**config.mk**
```make
export PLATFORM = sky130hd
export DESIGN_NAME = drive_sequencer
export DESIGN_NICKNAME = d
export VERILOG_FILES = /design/src/rtl/drive_pkg.sv /design/src/rtl/tone_qualifier.sv /design/src/rtl/drive_sequencer.sv
export SDC_FILE = /design/constraint.sdc
export NUM_CORES = 1
export LEC_CHECK = 0
export ABC_AREA = 0
export CORE_MARGIN = 2
export CORE_UTILIZATION = 25
export DETAILED_ROUTE_END_ITERATION = 8
export SETUP_SLACK_MARGIN = 0.2
export SYNTH_ARGS = -nofsm -noshare
export SYNTH_HDL_FRONTEND = slang
export SYNTH_HIERARCHICAL = 1
export SYNTH_SLANG_ARGS = --single-unit
```
**constraint.sdc**
```tcl
create_clock -name clk -period 6.3 [get_ports clk]
set_input_delay 0.63 -clock clk [delete_from_list [all_inputs] [get_ports clk]]
set_output_delay 0.63 -clock clk [all_outputs]
set_load 0.03 [all_outputs]
```
**src/rtl/drive_pkg.sv**
```systemverilog
// Shared types for the drive sequencer: FSM states, speed codes, junction commands
// and the per-motor drive word, plus the fixed drive patterns.
package drive_pkg;

  typedef enum logic [2:0] {
    ST_FOLLOW    = 3'd0,
    ST_COLLISION = 3'd1,
    ST_JWAIT     = 3'd2,
    ST_DEADTIME  = 3'd3,
    ST_MANEUVER  = 3'd4,
    ST_HALT      = 3'd5
  } state_t;

  typedef enum logic [2:0] {
    CMD_NONE     = 3'd0,
    CMD_STOP     = 3'd1,
    CMD_STRAIGHT = 3'd2,
    CMD_LEFT     = 3'd3,
    CMD_RIGHT    = 3'd4,
    CMD_REVERSE  = 3'd5
  } cmd_t;

  localparam logic [1:0] SPD_OFF  = 2'b00;
  localparam logic [1:0] SPD_VEER = 2'b01;
  localparam logic [1:0] SPD_FULL = 2'b10;

  typedef struct packed {
    logic [1:0] left_speed;
    logic       left_rev;
    logic [1:0] right_speed;
    logic       right_rev;
  } drive_t;

  function automatic cmd_t band_to_cmd(input logic [4:0] band);
    cmd_t c;
    case (band)
      5'b00001: c = CMD_STOP;
      5'b00010: c = CMD_STRAIGHT;
      5'b00100: c = CMD_LEFT;
      5'b01000: c = CMD_RIGHT;
      5'b10000: c = CMD_REVERSE;
      default:  c = CMD_NONE;
    endcase
    return c;
  endfunction

  function automatic drive_t follow_pattern(input logic [1:0] sel);
    drive_t d;
    d = '0;
    case (sel)
      2'b00: begin d.left_speed = SPD_FULL; d.right_speed = SPD_FULL; end
      2'b01: begin d.left_speed = SPD_VEER; d.right_speed = SPD_FULL; end
      2'b10: begin d.left_speed = SPD_FULL; d.right_speed = SPD_VEER; end
      default: begin d.left_speed = SPD_OFF; d.right_speed = SPD_OFF; end
    endcase
    return d;
  endfunction

  function automatic drive_t maneuver_pattern(input cmd_t c);
    drive_t d;
    d = '0;
    case (c)
      CMD_STRAIGHT: begin d.left_speed = SPD_FULL; d.right_speed = SPD_FULL; end
      CMD_LEFT:     begin d.left_speed = SPD_OFF;  d.right_speed = SPD_FULL; end
      CMD_RIGHT:    begin d.left_speed = SPD_FULL; d.right_speed = SPD_OFF;  end
      CMD_REVERSE: begin
        d.left_speed  = SPD_FULL;
        d.right_speed = SPD_FULL;
        d.left_rev    = 1'b1;
        d.right_rev   = 1'b1;
      end
      default: d = '0;
    endcase
    return d;
  endfunction

endpackage

```
**src/rtl/tone_qualifier.sv**
```systemverilog
// Debounces the tone band outputs: valid when bp is one-hot and unchanged for DEBOUNCE_CYCLES
// consecutive cycles (combinational on the qualifying cycle). No backpressure; clear zeroes the run.
module tone_qualifier
  import drive_pkg::*;
#(
  parameter int DEBOUNCE_CYCLES = 500_000,
  parameter int CNT_W           = 28
) (
  input  logic       clk,
  input  logic       rst,
  input  logic       clear,
  input  logic [4:0] bp,
  output logic       valid,
  output cmd_t       cmd
);

  localparam logic [CNT_W-1:0] L_DEB = CNT_W'(DEBOUNCE_CYCLES);
  localparam logic [CNT_W-1:0] L_ONE = CNT_W'(1);

  logic [4:0]       r_prev;
  logic [CNT_W-1:0] r_cnt;
  logic [CNT_W-1:0] w_run;
  logic             w_onehot;
  logic             w_hit;

  // w_run is the length of the one-hot run including the current cycle.
  always_comb begin
    w_onehot = (bp != 5'd0) && ((bp & (bp - 5'd1)) == 5'd0);
    w_run    = '0;
    if (w_onehot) begin
      w_run = (bp == r_prev) ? (r_cnt + L_ONE) : L_ONE;
    end
    w_hit = (w_run >= L_DEB);
    valid = !clear && w_hit;
    cmd   = valid ? band_to_cmd(bp) : CMD_NONE;
  end

  always_ff @(posedge clk) begin
    if (rst || clear) begin
      r_prev <= '0;
      r_cnt  <= '0;
    end else begin
      r_prev <= bp;
      r_cnt  <= w_hit ? L_DEB : w_run;
    end
  end

endmodule

```
**src/rtl/drive_sequencer.sv**
```systemverilog
// Arbitrates collision > junction tone command > line following and times manoeuvres/dead time.
// One cycle from input sample to registered outputs; no backpressure.
module drive_sequencer
  import drive_pkg::*;
#(
  parameter int DEBOUNCE_CYCLES     = 500_000,
  parameter int TONE_TIMEOUT_CYCLES = 150_000_000,
  parameter int MANEUVER_CYCLES     = 25_000_000,
  parameter int DEADTIME_CYCLES     = 50_000,
  parameter int CNT_W               = 28
) (
  input  logic       clk,
  input  logic       rst,
  input  logic [3:0] dir,
  input  logic       col_detect,
  input  logic       junction,
  input  logic [4:0] bp,
  output logic [1:0] left_speed,
  output logic       left_rev,
  output logic [1:0] right_speed,
  output logic       right_rev,
  output logic [2:0] state,
  output logic [2:0] last_cmd
);

  localparam logic [CNT_W-1:0] L_TO_LAST  = CNT_W'(TONE_TIMEOUT_CYCLES - 1);
  localparam logic [CNT_W-1:0] L_MAN_LAST = CNT_W'(MANEUVER_CYCLES - 1);
  localparam logic [CNT_W-1:0] L_DT_LAST  = CNT_W'(DEADTIME_CYCLES - 1);
  localparam logic [CNT_W-1:0] L_ONE      = CNT_W'(1);

  state_t           r_state;
  state_t           r_ret;
  cmd_t             r_mcmd;
  cmd_t             r_last;
  logic [CNT_W-1:0] r_timer;
  logic             r_junc_d;
  drive_t           r_drv;

  state_t w_nxt_state;
  state_t w_nxt_ret;
  cmd_t   w_nxt_mcmd;
  cmd_t   w_nxt_last;
  drive_t w_nxt_drv;
  logic   w_junc_rise;
  logic   w_timer_run;
  logic   w_tone_vld;
  cmd_t   w_tone_cmd;
  logic   w_unused_dir;

  assign w_unused_dir = ^dir[1:0];
  assign w_junc_rise  = junction && !r_junc_d;

  tone_qualifier #(
    .DEBOUNCE_CYCLES(DEBOUNCE_CYCLES),
    .CNT_W          (CNT_W)
  ) u_tone (
    .clk  (clk),
    .rst  (rst),
    .clear(r_state != ST_JWAIT),
    .bp   (bp),
    .valid(w_tone_vld),
    .cmd  (w_tone_cmd)
  );

  always_comb begin
    w_nxt_state = r_state;
    w_nxt_ret   = r_ret;
    w_nxt_mcmd  = r_mcmd;
    w_nxt_last  = r_last;
    case (r_state)
      ST_FOLLOW: begin
        if (w_junc_rise) begin
          w_nxt_state = ST_JWAIT;
        end
      end
      ST_JWAIT: begin
        if (w_tone_vld) begin
          w_nxt_last = w_tone_cmd;
          case (w_tone_cmd)
            CMD_STOP: w_nxt_state = ST_HALT;
            CMD_REVERSE: begin
              w_nxt_state = ST_DEADTIME;
              w_nxt_ret   = ST_MANEUVER;
              w_nxt_mcmd  = CMD_REVERSE;
            end
            default: begin
              w_nxt_state = ST_MANEUVER;
              w_nxt_mcmd  = w_tone_cmd;
            end
          endcase
        end else if (r_timer == L_TO_LAST) begin
          w_nxt_last  = CMD_STRAIGHT;
          w_nxt_state = ST_MANEUVER;
          w_nxt_mcmd  = CMD_STRAIGHT;
        end
      end
      ST_DEADTIME: begin
        if (r_timer == L_DT_LAST) begin
          w_nxt_state = r_ret;
        end
      end
      ST_MANEUVER: begin
        // A reverse manoeuvre needs a second dead time before going forward again.
        if (r_timer == L_MAN_LAST) begin
          if (r_mcmd == CMD_REVERSE) begin
            w_nxt_state = ST_DEADTIME;
            w_nxt_ret   = ST_FOLLOW;
          end else begin
            w_nxt_state = ST_FOLLOW;
          end
        end
      end
      ST_COLLISION: begin
        if (!col_detect) begin
          w_nxt_state = ST_DEADTIME;
          w_nxt_ret   = ST_FOLLOW;
        end
      end
      default: w_nxt_state = r_state;
    endcase

    if (col_detect && (r_state != ST_HALT)) begin
      w_nxt_state = ST_COLLISION;
      w_nxt_ret   = ST_FOLLOW;
      w_nxt_mcmd  = CMD_NONE;
    end
  end

  // Motors-off states keep the rev bits so the bridge never flips direction while stopped.
  always_comb begin
    w_nxt_drv             = r_drv;
    w_nxt_drv.left_speed  = SPD_OFF;
    w_nxt_drv.right_speed = SPD_OFF;
    case (w_nxt_state)
      ST_FOLLOW:   w_nxt_drv = follow_pattern(dir[3:2]);
      ST_MANEUVER: w_nxt_drv = maneuver_pattern(w_nxt_mcmd);
      default:     w_nxt_drv = w_nxt_drv;
    endcase
    w_timer_run = (w_nxt_state == r_state) &&
                  (r_state inside {ST_JWAIT, ST_DEADTIME, ST_MANEUVER});
  end

  always_ff @(posedge clk) begin
    if (rst) begin
      r_state  <= ST_FOLLOW;
      r_ret    <= ST_FOLLOW;
      r_mcmd   <= CMD_NONE;
      r_last   <= CMD_NONE;
      r_timer  <= '0;
      r_junc_d <= 1'b0;
      r_drv    <= '0;
    end else begin
      r_state  <= w_nxt_state;
      r_ret    <= w_nxt_ret;
      r_mcmd   <= w_nxt_mcmd;
      r_last   <= w_nxt_last;
      r_timer  <= w_timer_run ? (r_timer + L_ONE) : '0;
      r_junc_d <= junction;
      r_drv    <= w_nxt_drv;
    end
  end

  assign left_speed  = r_drv.left_speed;
  assign left_rev    = r_drv.left_rev;
  assign right_speed = r_drv.right_speed;
  assign right_rev   = r_drv.right_rev;
  assign state       = r_state;
  assign last_cmd    = r_last;

endmodule

```
Word-level counts from Yosys, hierarchy flattened
Index checks and enable logic that the tools add are counted.
- $add $sub $neg: 3
- bitwise gates (word level): 2
- multiply operators: 0
- multiplexer cells: 34
- order comparisons: 1
- shift operators: 0
- reductions and logical operators: 26
- div/mod/pow operators: 0
- equal/unequal tests: 31
- operators with widths (cell ; count):
    3-bit 2-to-1 mux ; 19
    28-bit by 1-bit adder with 28-bit output, second input constant ; 2
    28-bit 2-to-1 mux ; 2
    3-bit case mux with 5 select lines ; 2
    28-bit by 16-bit == test with 1-bit output, second input constant ; 1
    28-bit by 25-bit == test with 1-bit output, second input constant ; 1
    28-bit == test, second input constant ; 1
    28-bit by 19-bit >= comparator with 1-bit output, second input constant ; 1
    19-bit 2-to-1 mux ; 1
    3-bit == test, second input constant ; 6
    3-bit by 2-bit == test with 1-bit output, second input constant ; 4
    3-bit case mux with 2 select lines ; 2
    6-bit case mux with 2 select lines ; 1
    2-bit OR reduction ; 5
    3-bit case mux with 3 select lines ; 1
    2-bit case mux with 2 select lines ; 2
    3-bit by 1-bit == test with 1-bit output, second input constant ; 2
    3-bit zero test ; 2
    2-bit 2-to-1 mux ; 3
    2-bit inequality test, second input constant ; 3
    6-bit AND reduction ; 1
    3-bit nonzero test ; 2
    3-bit OR reduction ; 2
    5-bit AND ; 1
    other kinds (23) ; 30
- bits in latches: 0
- word-level logic and storage cells: 110
- memories kept: 0
- bits in read-only memories: 0
- bits in writable memories: 0
- flip-flop bits (word level): 80

Longest topological paths before layout
- depth in word-level cells: 17
- mapped depth: 16

Cells and area by module
Netlist, hierarchy kept.
- by module, submodules not included (module ; times used ; seq. area each (um2) ; cells an instance ; area each (um2)):
    drive_sequencer ; 1 ; 880.8 ; 272 ; 2398.6
    tone_qualifier ; 1 ; 660.6 ; 236 ; 1999.4

Worst setup path after synthesis
Ideal clock, no wire load.
- path type: input port to flip-flop
- start point: input port bp[4]
- end point: register r_timer[13]
- setup time: 0.137 ns
- path buffers: 2
- path slack: 2.386 ns
- arrival time: 3.777 ns
- cell stages on the path: 15
- required time: 6.163 ns
- path through: clkbuf_1 -> xor2_1 -> o21ai_0 -> o31ai_1 -> nand2_1 -> a2111o_1 -> o22a_1 -> nor3_1 -> and3b_1 -> a21oi_1 -> o21ai_0 -> or2_2 -> o211ai_2 -> clkbuf_1 -> a211oi_1
- cells in the longest elaborated chain, start to end: 17
- elaborated cells on any way between the ends: 27
- RTL lines (what ; RTL line ; RTL):
    from (decl) ; drive_sequencer.sv:17 ; input logic [4:0] bp,
    5-bit by 1-bit subtractor with 5-bit output ; tone_qualifier.sv:28 ; w_onehot = (bp != 5'd0) && ((bp & (bp - 5'd1)) == 5'd0);
    5-bit AND ; tone_qualifier.sv:28 ;
    5-bit zero test ; tone_qualifier.sv:28 ;
    1-bit logical AND ; tone_qualifier.sv:28 ;
    28-bit 2-to-1 mux ; tone_qualifier.sv:30 ; if (w_onehot) begin
    28-bit by 19-bit >= comparator with 1-bit output ; tone_qualifier.sv:33 ; w_hit = (w_run >= L_DEB);
    1-bit logical AND ; tone_qualifier.sv:34 ; valid = !clear && w_hit;
    3-bit 2-to-1 mux (*) ; tone_qualifier.sv:35 ; cmd = valid ? band_to_cmd(bp) : CMD_NONE;
    via w_tone_cmd[1] ; drive_sequencer.sv:47 ; cmd_t w_tone_cmd;
    [1 not listed] ; - ;
    3-bit case mux with 2 select lines (*) ; drive_sequencer.sv:79 ; case (w_tone_cmd)
    3-bit 2-to-1 mux (*) ; drive_sequencer.sv:77 ; if (w_tone_vld) begin
    3-bit case mux with 5 select lines (*) ; drive_sequencer.sv:70 ; case (r_state)
    3-bit 2-to-1 mux (*) ; drive_sequencer.sv:122 ; if (col_detect && (r_state != ST_HALT)) begin
    3-bit == test (*) ; drive_sequencer.sv:139 ; w_timer_run = (w_nxt_state == r_state) &&
    1-bit logical AND (*) ; drive_sequencer.sv:139 ;
    1-bit inverter (no source line) (*) ; - ;
    2-bit OR reduction (no source line) (*) ; - ;
    to (signal assigned) ; drive_sequencer.sv:157 ; r_timer <= w_timer_run ? (r_timer + L_ONE) : '0;
    to (decl) ; drive_sequencer.sv:35 ; logic [CNT_W-1:0] r_timer;
Mark *: on every way through the listed nets, which the timed path passes. The rest lies on a longest branch.
A chain may end at the register's enable or synchronous reset.

Worst setup path after layout
- start point: register u_tone.r_cnt[0]
- end point: register r_drv (netlist bit right_speed[0])
- cells in the longest elaborated chain, start to end: 13
- elaborated cells on any way between the ends: 15
- RTL lines (what ; RTL line ; RTL):
    from (decl) ; tone_qualifier.sv:21 ; logic [CNT_W-1:0] r_cnt;
    from (signal assigned) ; tone_qualifier.sv:44 ; r_cnt <= w_hit ? L_DEB : w_run;
    28-bit by 1-bit adder with 28-bit output (*) ; tone_qualifier.sv:31 ; w_run = (bp == r_prev) ? (r_cnt + L_ONE) : L_ONE;
    28-bit 2-to-1 mux (*) ; tone_qualifier.sv:31 ;
    28-bit 2-to-1 mux (*) ; tone_qualifier.sv:30 ;
    28-bit by 19-bit >= comparator with 1-bit output (*) ; tone_qualifier.sv:33 ;
    1-bit logical AND (*) ; tone_qualifier.sv:34 ;
    via w_tone_vld ; drive_sequencer.sv:46 ; logic w_tone_vld;
    3-bit 2-to-1 mux ; tone_qualifier.sv:35 ;
    3-bit == test / 3-bit by 1-bit == test with 1-bit output (equally long branches) ; drive_sequencer.sv:79 ;
    3-bit case mux with 2 select lines ; drive_sequencer.sv:79 ;
    3-bit 2-to-1 mux (*) ; drive_sequencer.sv:77 ;
    3-bit case mux with 5 select lines (*) ; drive_sequencer.sv:70 ;
    3-bit 2-to-1 mux (*) ; drive_sequencer.sv:122 ;
    3-bit == test / 3-bit zero test (equally long branches) ; drive_sequencer.sv:134 ; case (w_nxt_state)
    6-bit case mux with 2 select lines (*) ; drive_sequencer.sv:134 ;
    to (signal assigned) ; drive_sequencer.sv:159 ; r_drv <= w_nxt_drv;
    to (decl) ; drive_sequencer.sv:37 ; drive_t r_drv;
Marked as above.

==> impl_metrics.env <==
export IMPL_synth_cells=508
export IMPL_antenna_left=0
export IMPL_grt_pass1_vias=3382
export IMPL_finalMaxSlewViolations=0
export IMPL_die_area_um2=18700
export IMPL_crit_fanout=12
export IMPL_synth_area_leader_cell="dfxtp_1"
export IMPL_p_int_uw=837
export IMPL_p_switching_uw=253
export IMPL_synth_area_per_cell_um2=8.66
export IMPL_ios=25
export IMPL_period_needed_ns=4.38
export IMPL_dr_pass1_iters=4
export IMPL_tightest_slew_ns=0.905
export IMPL_p_total_mw=1.09
export IMPL_synth_ff_type="dfxtp_1"
export IMPL_wl_per_cell_um=13.4
export IMPL_clock_power_share_pct=48.5
export IMPL_routed_wl_um=10100
export IMPL_placementRows=48
export IMPL_antenna_found_initial=0
export IMPL_grt_pass1_wl_um=16700
export IMPL_hpwl_um=7170
export IMPL_overflow=0
export IMPL_yosysSeqAreaShare_pct=35.0
export IMPL_setup_viol=0
export IMPL_area_growth_pct=17.0
export IMPL_first_iter_violations=200
export IMPL_finalHoldViolCount=0
export IMPL_cts_hold_buf=0
export IMPL_slew_headroom_pct=39.5
export IMPL_cp_end_kind="register"
export IMPL_period_share_pct=69.6
export IMPL_ctsHtreeMaxLevel=3
export IMPL_netlist_area_um2=4400
export IMPL_power_density_nw_per_um2=212
export IMPL_synth_edf_count=0
export IMPL_dp_cells=740
export IMPL_dp_slack_ns=1.62
export IMPL_start_util_pct=25.5
export IMPL_drcViolationCount=0
export IMPL_grt_max_degree=29
export IMPL_grt_usage_pct=11.2
export IMPL_seq_power_share_pct=45.8
export IMPL_vias=3701
export IMPL_rsz0062_at_grt="false"
export IMPL_drive_gt1_share_pct=9.98
export IMPL_ir_worst_vdd_v=0.000131
export IMPL_core_area_um2=17200
export IMPL_die_height_um=137
export IMPL_clk_pin_slew_ns=0.06
export IMPL_cts_setup_buffers=0
export IMPL_required_ns=6.55
export IMPL_cts_made_buffers=9
export IMPL_combPwrFrac_pct=5.7
export IMPL_fin_setup_tns_ns=0
export IMPL_io_buffers=22
export IMPL_fin_ws_ns=1.92
export IMPL_cts_sinks=77
export IMPL_crit_arrival_ns=4.64
export IMPL_nNetsFinal=541
export IMPL_path_class="reg2reg"
export IMPL_antenna_diode_count=0
export IMPL_max_clock_freq_mhz=228
export IMPL_die_w_um=137
export IMPL_finalClockSkew_ns=0.00915
export IMPL_clk_path_buf_depth=2
export IMPL_ctsResizeCount=0
export IMPL_clk_latency_ns=0.34
export IMPL_hold_path_class="reg2reg"
export IMPL_switching_share_pct=23.2
export IMPL_synth_cell_types=76
export IMPL_ys_warn_count=6
export IMPL_ys_top_cells_by_count="dfxtp_1 (77), xnor2_1 (31), nand2_1 (30)"
export IMPL_vias_per_cell=4.90
export IMPL_cts_root_buffer="clkbuf_16"
export IMPL_ys_ff_latch=77
export IMPL_stdcell_count=756
export IMPL_power_leakage_nw=1.52
export IMPL_drv_cap=0
export IMPL_synth_most_common_cell="dfxtp_1"
export IMPL_synth_top_area_share_pct=35.0
export IMPL_worstSetupStartpointType="register"
export IMPL_async_reset_ff_share_pct=0
export IMPL_cts_tree="built"
export IMPL_place_congestion=0.793
export IMPL_synth_area_top_cells="dfxtp_1 (35%), xnor2_1 (6.2%), a211oi_1 (4.8%)"
export IMPL_status="complete, no violations"
-- registers in the layout, indices dropped and copies added (netlist names) --
register / flops
state: 3
r_timer: 28
last_cmd: 3
r_ret: 1
u_tone/r_cnt: 28
right_speed: 2
u_tone/r_prev: 5
r_junc_d: 1
r_mcmd: 3
left_speed: 2
left_rev: 1
-- per-stage QoR --
stage,cell area [µm²],hold slack [ns],utilization [%]
after floorplan,4430,0.423,-
after global placement,4840,0.445,28.1
after detailed placement,4840,0.454,28.1
after CTS,5140,0.462,29.8
after global routing,5140,0.481,29.8
final,5140,0.459,29.8
-- critical path, cell delays in order, from the launching register on --
cell and delay (ns):
dfxtp_1 0.39, ha_1 0.25, nand4_1 0.22, or3_4 0.42
nor3_2 0.22, mux2i_1 0.15, nor4_4 0.49, o22a_1 0.30
nor2_1 0.18, and3b_1 0.27, and2_1 0.19, o22a_1 0.19
o21a_2 0.24, or4_4 0.52, nor4b_2 0.26
-- cell type report --
| type | instances | area (µm²) |
|---|---|---|
| tap | 225 | 282 |
| inverter | 15 | 56.3 |
| sequential | 77 | 1540 |
| clock inverter | 5 | 58.8 |
| timing repair buffer | 26 | 250 |
| multi-input combinational | 397 | 2710 |
| clock buffer | 11 | 243 |
| fill | 1803 | 12100 |
-- cells by family (layout without fill, tap and decap cells) --
group	count (synthesis)	after routing	share of synthesized area, %
buf+inv	42	57	4.10
other cells	1	9	0.0853
mux	4	4	1.02
simple gates	220	220	30.9
compound gates	109	109	17.7
flops	77	77	35.0
fa+ha+maj	2	2	0.569
xor+xnor	53	53	10.6
-- power groups by stage --
stage                     registers (mW)  logic, mW  clock network, mW
final                              0.499     0.0626              0.528
after global routing               0.500     0.0695              0.563
after CTS                          0.499     0.0633              0.543
after detailed placement           0.510     0.0630                  0
after global placement             0.510     0.0627                  0
after floorplan                    0.511     0.0414                  0
-- metal layers --
metal / track usage, % / wire length [µm] / part of all wire [%]
met4: 3.18 / 110 / 1.1
met1: 14.7 / 5030 / 50
met3: 3.19 / 235 / 2.3
met2: 17.8 / 4760 / 47
met5: 0 / 0 / 0
-- cells in the final DEF, fill, tap and decap left out, types with 4 or more instances in the layout --
master / count
dfxtp_1: 77
xnor2_1: 31
nand2_1: 30
a211oi_1: 28
nor2_1: 28
nand3_1: 26
xor2_1: 22
clkdlybuf4s50_1: 22
o21ai_0: 17
inv_1: 15
a21oi_1: 14
and2_1: 14
nand4_1: 12
nor3_1: 12
and4_1: 11
nor2_2: 11
nor2b_1: 10
clkbuf_16: 9
conb_1: 9
or4_1: 8
nor3b_1: 6
o21ai_1: 6
nor4_1: 5
or2_2: 5
nand2b_1: 5
and3_1: 5
or3_1: 5
nor4bb_1: 4
o31ai_1: 4
buf_4: 4
a21o_1: 4
-- worst paths after layout --
path / start / cells after the start / slack (ns) / to
setup reg to reg: u_tone/r_cnt[0] / 14 / 1.92 / right_speed[0]
hold reg to reg: r_timer[0] / 1 / 0.46 / r_timer[0]
hold / removal: r_timer[0] / 1 / 0.46 / r_timer[0]
setup / recovery: u_tone/r_cnt[0] / 14 / 1.92 / right_speed[0]
Power figures use the tool's default switching activity.
